==> src/rtl/pio_pkg.sv <==
// Shared definitions for the PIO port arbiter: PIO register offsets and FSM state codes.
package pio_pkg;

  localparam logic [2:0] PIO_DATA = 3'd0;
  localparam logic [2:0] PIO_DIR  = 3'd1;
  localparam logic [2:0] PIO_EDGE = 3'd3;
  localparam logic [2:0] PIO_SET  = 3'd4;
  localparam logic [2:0] PIO_CLR  = 3'd5;

  typedef logic [1:0] state_t;

  localparam state_t IDLE   = 2'd0;
  localparam state_t ACCESS = 2'd1;
  localparam state_t RDWAIT = 2'd2;
  localparam state_t DONE   = 2'd3;

endpackage

==> src/rtl/rr_arbiter.sv <==
// Combinational round-robin pick: first requester at or after ptr_i, wrapping at N-1.
module rr_arbiter #(
  parameter int N     = 4,
  parameter int IDX_W = 2
) (
  input  logic [N-1:0]     req_i,
  input  logic [IDX_W-1:0] ptr_i,
  output logic [N-1:0]     grant_o,
  output logic [IDX_W-1:0] idx_o,
  output logic             valid_o
);

  function automatic logic [IDX_W-1:0] wrap_add(input logic [IDX_W-1:0] base, input int unsigned offs);
    logic [IDX_W:0] sum;
    sum = {1'b0, base} + (IDX_W+1)'(offs);
    if (sum >= (IDX_W+1)'(N)) begin
      sum = sum - (IDX_W+1)'(N);
    end else begin
      sum = sum;
    end
    return sum[IDX_W-1:0];
  endfunction

  // Scan candidates in rotation order and keep the first one requesting
  always_comb begin : p_pick
    logic [IDX_W-1:0] cand;
    logic             found;
    logic [N-1:0]     gnt;
    logic [IDX_W-1:0] sel;
    found = 1'b0;
    gnt   = '0;
    sel   = '0;
    cand  = '0;
    for (int unsigned i = 0; i < N; i++) begin
      cand = wrap_add(ptr_i, i);
      if (req_i[cand] && !found) begin
        found     = 1'b1;
        gnt[cand] = 1'b1;
        sel       = cand;
      end else begin
        found = found;
      end
    end
    grant_o = gnt;
    idx_o   = sel;
    valid_o = found;
  end

endmodule

==> src/rtl/pio_port_arbiter.sv <==
// Round-robin arbiter sharing one Avalon-MM PIO slave among NUM_REQ requesters, one op per grant.
module pio_port_arbiter
  import pio_pkg::*;
#(
  parameter int NUM_REQ = 4,
  parameter int ADDR_W  = 3,
  parameter int DATA_W  = 32
) (
  input  logic                      clk,
  input  logic                      reset_n,
  input  logic [NUM_REQ-1:0]        req,
  input  logic [NUM_REQ-1:0]        req_wr,
  input  logic [NUM_REQ*ADDR_W-1:0] req_addr,
  input  logic [NUM_REQ*DATA_W-1:0] req_wdata,
  output logic [NUM_REQ-1:0]        ack,
  output logic [DATA_W-1:0]         rsp_rdata,
  output logic                      busy,
  output logic [ADDR_W-1:0]         pio_address,
  output logic                      pio_chipselect,
  output logic                      pio_write_n,
  output logic [DATA_W-1:0]         pio_writedata,
  input  logic [DATA_W-1:0]         pio_readdata
);

  localparam int                 IDX_W    = $clog2(NUM_REQ);
  localparam logic [IDX_W-1:0]   LAST_IDX = IDX_W'(NUM_REQ - 1);
  localparam logic [NUM_REQ-1:0] ONE_HOT0 = {{(NUM_REQ-1){1'b0}}, 1'b1};

  state_t               state_q, state_d;
  logic [IDX_W-1:0]     ptr_q, ptr_d;
  logic [IDX_W-1:0]     idx_q, idx_d;
  logic                 wr_q, wr_d;
  logic [ADDR_W-1:0]    addr_q, addr_d;
  logic [DATA_W-1:0]    wdata_q, wdata_d;
  logic                 cs_q, cs_d;
  logic                 wn_q, wn_d;
  logic [NUM_REQ-1:0]   ack_q, ack_d;
  logic [DATA_W-1:0]    rdata_q, rdata_d;
  logic                 busy_q, busy_d;

  logic [NUM_REQ-1:0]   grant_s;
  logic [IDX_W-1:0]     grant_idx_s;
  logic                 grant_valid_s;

  rr_arbiter #(
    .N     (NUM_REQ),
    .IDX_W (IDX_W)
  ) u_rr (
    .req_i   (req),
    .ptr_i   (ptr_q),
    .grant_o (grant_s),
    .idx_o   (grant_idx_s),
    .valid_o (grant_valid_s)
  );

  // Next-state and next-output logic; pio_* and ack are computed one cycle ahead so they leave flops
  always_comb begin
    state_d = state_q;
    ptr_d   = ptr_q;
    idx_d   = idx_q;
    wr_d    = wr_q;
    addr_d  = addr_q;
    wdata_d = wdata_q;
    cs_d    = 1'b0;
    wn_d    = 1'b1;
    ack_d   = '0;
    rdata_d = rdata_q;
    case (state_q)
      IDLE: begin
        if (grant_valid_s) begin
          state_d = ACCESS;
          idx_d   = grant_idx_s;
          wr_d    = |(req_wr & grant_s);
          addr_d  = req_addr[grant_idx_s*ADDR_W +: ADDR_W];
          wdata_d = req_wdata[grant_idx_s*DATA_W +: DATA_W];
          cs_d    = 1'b1;
          wn_d    = ~(|(req_wr & grant_s));
        end else begin
          state_d = IDLE;
        end
      end
      ACCESS: begin
        if (wr_q) begin
          state_d = DONE;
          ack_d   = ONE_HOT0 << idx_q;
        end else begin
          state_d = RDWAIT;
        end
      end
      RDWAIT: begin
        // Slave registers its read data, so it is valid here, one cycle after the address strobe
        state_d = DONE;
        rdata_d = pio_readdata;
        ack_d   = ONE_HOT0 << idx_q;
      end
      DONE: begin
        state_d = IDLE;
        ptr_d   = (idx_q == LAST_IDX) ? '0 : idx_q + IDX_W'(1);
      end
      default: begin
        state_d = IDLE;
      end
    endcase
    busy_d = (state_d != IDLE);
  end

  // State and registered outputs
  always_ff @(posedge clk or negedge reset_n) begin
    if (!reset_n) begin
      state_q <= IDLE;
      ptr_q   <= '0;
      idx_q   <= '0;
      wr_q    <= 1'b0;
      addr_q  <= '0;
      wdata_q <= '0;
      cs_q    <= 1'b0;
      wn_q    <= 1'b1;
      ack_q   <= '0;
      rdata_q <= '0;
      busy_q  <= 1'b0;
    end else begin
      state_q <= state_d;
      ptr_q   <= ptr_d;
      idx_q   <= idx_d;
      wr_q    <= wr_d;
      addr_q  <= addr_d;
      wdata_q <= wdata_d;
      cs_q    <= cs_d;
      wn_q    <= wn_d;
      ack_q   <= ack_d;
      rdata_q <= rdata_d;
      busy_q  <= busy_d;
    end
  end

  assign ack            = ack_q;
  assign rsp_rdata      = rdata_q;
  assign busy           = busy_q;
  assign pio_address    = addr_q;
  assign pio_chipselect = cs_q;
  assign pio_write_n    = wn_q;
  assign pio_writedata  = wdata_q;

endmodule
==> config.mk <==
export PLATFORM = sky130hd
export DESIGN_NAME = pio_port_arbiter
export DESIGN_NICKNAME = d
export VERILOG_FILES = /design/src/rtl/pio_pkg.sv /design/src/rtl/rr_arbiter.sv /design/src/rtl/pio_port_arbiter.sv
export SDC_FILE = /design/constraint.sdc
export NUM_CORES = 1
export LEC_CHECK = 0
export BUFFER_PORTS_ARGS = -buffer_cell sky130_fd_sc_hd__buf_2
export CAP_MARGIN = 20
export CORE_AREA = 2 2 104 106
export CTS_BUF_LIST = sky130_fd_sc_hd__clkbuf_4 sky130_fd_sc_hd__clkbuf_8
export DETAILED_ROUTE_END_ITERATION = 6
export DIE_AREA = 0 0 106 108
export HOLD_SLACK_MARGIN = 0.02
export PLACE_DENSITY_LB_ADDON = 0.15
export SYNTH_ARGS = -nofsm -noshare
export SYNTH_HDL_FRONTEND = slang
export SYNTH_SLANG_ARGS = --single-unit
==> constraint.sdc <==
create_clock -name clk -period 3.2 [get_ports clk]
set_input_delay 0.48 -clock clk [delete_from_list [all_inputs] [get_ports clk]]
set_output_delay 0.48 -clock clk [all_outputs]
set_load 0.02 [all_outputs]
==> results_dict.tcl <==
set metrics [dict create \
    crit_buf_inv 2 \
    holdPathStages 2 \
    antenna_left 0 \
    fillers 864 \
    p_comb_frac 0.615 \
    clkLatencyLatePin_ns 0.36 \
    grt_pass1_wl_um 22250 \
    grt_pass1_vias 4449 \
    synth_warnings 0 \
    p_leak_nw 3.229 \
    cap_violations 0 \
    fin_nets 876 \
    max-slew-margin-rel 0.5926 \
    cts_tree "built" \
    p_switching_mw 3.156 \
    grt_use_met1 0.2962 \
    yosysUniqueCellTypes 40 \
    power_density_mw_per_mm2 1099 \
    grt_util_all_layers 0.2490 \
    crit_slowest_cell "dfrtp_2" \
    sw_frac_of_total 0.4544 \
    hold_path.class "in2reg" \
    r2r-start "ptr_q[1]" \
    grt.met3_usage 0.07173 \
    slowest_delay_ns 0.49 \
    mostFrequentLayoutCells "buf_2 (254), dfrtp_1 (79), nand2_1 (74), mux2i_1 (59), o221ai_1 (48)" \
    diodes 0 \
    initial_core_util 0.4536 \
    ios 256 \
    first_pass_iters 5 \
    synth_area_mm2 0.004641 \
    route.detailed.drc 0 \
    slew_viol_final 0 \
    skew_ns 0.01082 \
    period_share 0.8922 \
    setup_tns_ns 0 \
    area_growth_pct 36.21 \
    hold_viol 0 \
    p_int_mw 3.790 \
    antenna_found_initial 0 \
    yosysTopAreaCell "dfrtp_1" \
    dieWidth_um 106 \
    via_count 4437 \
    dieHeight_um 108 \
    clkPwrFrac 0.124 \
    rsz0062_at_grt "false" \
    wire_per_inst_um 17.95 \
    cp-end-kind "flop" \
    path_cells "inv_1, ha_1, mux4_2, o21a_1, o21ai_4, buf_12, mux2i_1, o221ai_1" \
    h-tree-depth 3 \
    clkTransAtPathRegs_ns 0.09 \
    drive_gt1_frac 0.4824 \
    drt_iter0_markers 180 \
    grt_max_degree 82 \
    crit_fanout 43 \
    yosys.area.top_type_share 0.4314 \
    cts-buffers-inserted 9 \
    design.die.area_mm2 0.01145 \
    fp-row-count 37 \
    grt_overflow 0 \
    hold_start "pio_readdata[26]" \
    cts_setup_buffers 0 \
    cp_num_cells 8 \
    synth_cells 429 \
    ys_seq_area_frac 0.4370 \
    r2r_cells 8 \
    arrival_ns 3.08 \
    cts_root_buffer "clkbuf_8" \
    dpl.hpwl_um 11200 \
    worstMarginPinSlew_ns 0.6110 \
    io_buffers 255 \
    use_met2 0.4364 \
    status "finished clean" \
    fin_area_mm2 0.006321 \
    drt-total-wl_um 14680 \
    placed_area_mm2 0.006053 \
    synth-seq-cells 81 \
    period_needed_ns 2.855 \
    holdWs_ns 0.3456 \
    finalSetupViolCount 0 \
    ir_drop_uv 609.7 \
    crit_family "multiplexers" \
    power_frac_seq 0.262 \
    busiest_layer "met2" \
    cp-startpoint "ptr_q[1]" \
    layout_commonest_cell "buf_2" \
    clkSinkCount 81 \
    avgViaCountPerCell 5.424 \
    crit_type "reg2reg" \
    gp_congestion 0.8636 \
    synth_nets 628 \
    avgSynthCellArea_um2 10.82 \
    crit_path_start_kind "flop" \
    core_mm2 0.01023 \
    clock_path_buffers 2 \
    required_ns 3.42 \
    ys_top_cells_by_area "dfrtp_1 (43%), mux2i_1 (13%), o221ai_1 (9.1%)" \
    max_freq_mhz 350.2 \
]
==> routing by layer <==
layer | wire [µm] | part of all wire
met5 | 0 | 0
met3 | 1315 | 0.090
met4 | 318 | 0.022
met1 | 5518 | 0.38
met2 | 7530 | 0.51
==> Yosys cell counts <==
master and count:
nand2_1 74, o221ai_1 48, nor3b_1 2, a21oi_1 8, a32o_1 1, a22oi_1 2
nand3_1 1, o21ai_2 1, nor4_1 1, mux2i_1 59, and2_1 4, clkbuf_1 22
buf_4 1, nand4_1 1, o21a_1 2, o31ai_1 1, dfrtp_1 80, inv_1 9
o21ai_0 7, nor3_1 1, a21o_1 1, o21ai_1 2, a31oi_1 2, or3_1 1
mux4_2 4, buf_6 4, nor2_1 5, o211ai_4 1, and3_1 13, nor2b_1 3
a32oi_1 1, dfstp_2 1, or2_2 1, buf_2 6, ha_1 17, o221a_2 1
o211ai_1 3, mux2_2 33, nand2b_1 3, o22ai_1 2
==> state kept, by name, summed over array words and instances, names as in the netlist <==
signal,cells
ack,4
busy,1
idx_q,2
pio_address,3
pio_chipselect,1
pio_write_n,1
pio_writedata,32
ptr_q,2
rsp_rdata,32
state_q,2
wr_q,1
==> cell type report <==
class,instances,area [µm²],area share
multi-input combinational,306,2425,0.3836
tap,136,170.2,0.02692
clock inverter,6,91.34,0.01445
sequential,81,2029,0.3211
timing repair buffer,270,1434,0.2268
clock buffer,10,137.6,0.02177
inverter,9,33.78,0.005344
==> through the flow <==
step           power (mW)  instances  utilization  worst slack (ns)
2_1_floorplan       4.862        429            -            0.2783
3_3_place_gp        5.968        799       0.5902            0.3205
3_5_place_dp        6.125        800       0.5917            0.1960
4_1_cts             6.996        816       0.6140            0.1662
5_1_grt             7.423        818       0.6178            0.1156
6_report            6.946        818       0.6178            0.3449
==> path summary, 6_finish.rpt <==
path                                endpoint  slack (ns)
min reg2reg                 pio_writedata[1]        0.49
min                            rsp_rdata[26]        0.35
max reg2reg                pio_writedata[28]        0.34
max in group asynchronous  pio_writedata[29]        2.06
min in group asynchronous           idx_q[1]        0.54
max                        pio_writedata[28]        0.34
==> timing repair <==
item                                    in CTS  in global routing
hold endpoints to repair                     0                 20
hold buffers                                 0                  1
resized for setup                            0                  1
endpoints found under the setup margin       0                  1
==> power by group through the flow <==
stage	clock network [mW]	registers [mW]	logic, mW
after CTS	0.879	1.82	4.30
after global routing	0.923	1.88	4.62
after global placement	0	1.81	4.16
after detailed placement	0	1.82	4.30
final	0.861	1.82	4.27
after floorplan	0	2.36	2.50
==> logic make-up after synthesis <==
| family | after synthesis | synth area share |
|---|---|---|
| and+or+nand+nor | 110 | 0.1057 |
| muxes | 96 | 0.2267 |
| AOI/OAI and AO/OA | 83 | 0.1418 |
| DFF | 81 | 0.4370 |
| buffers and inverters | 42 | 0.04287 |
| adders and majority gates | 17 | 0.04583 |
(Power assumes the default switching activity.)
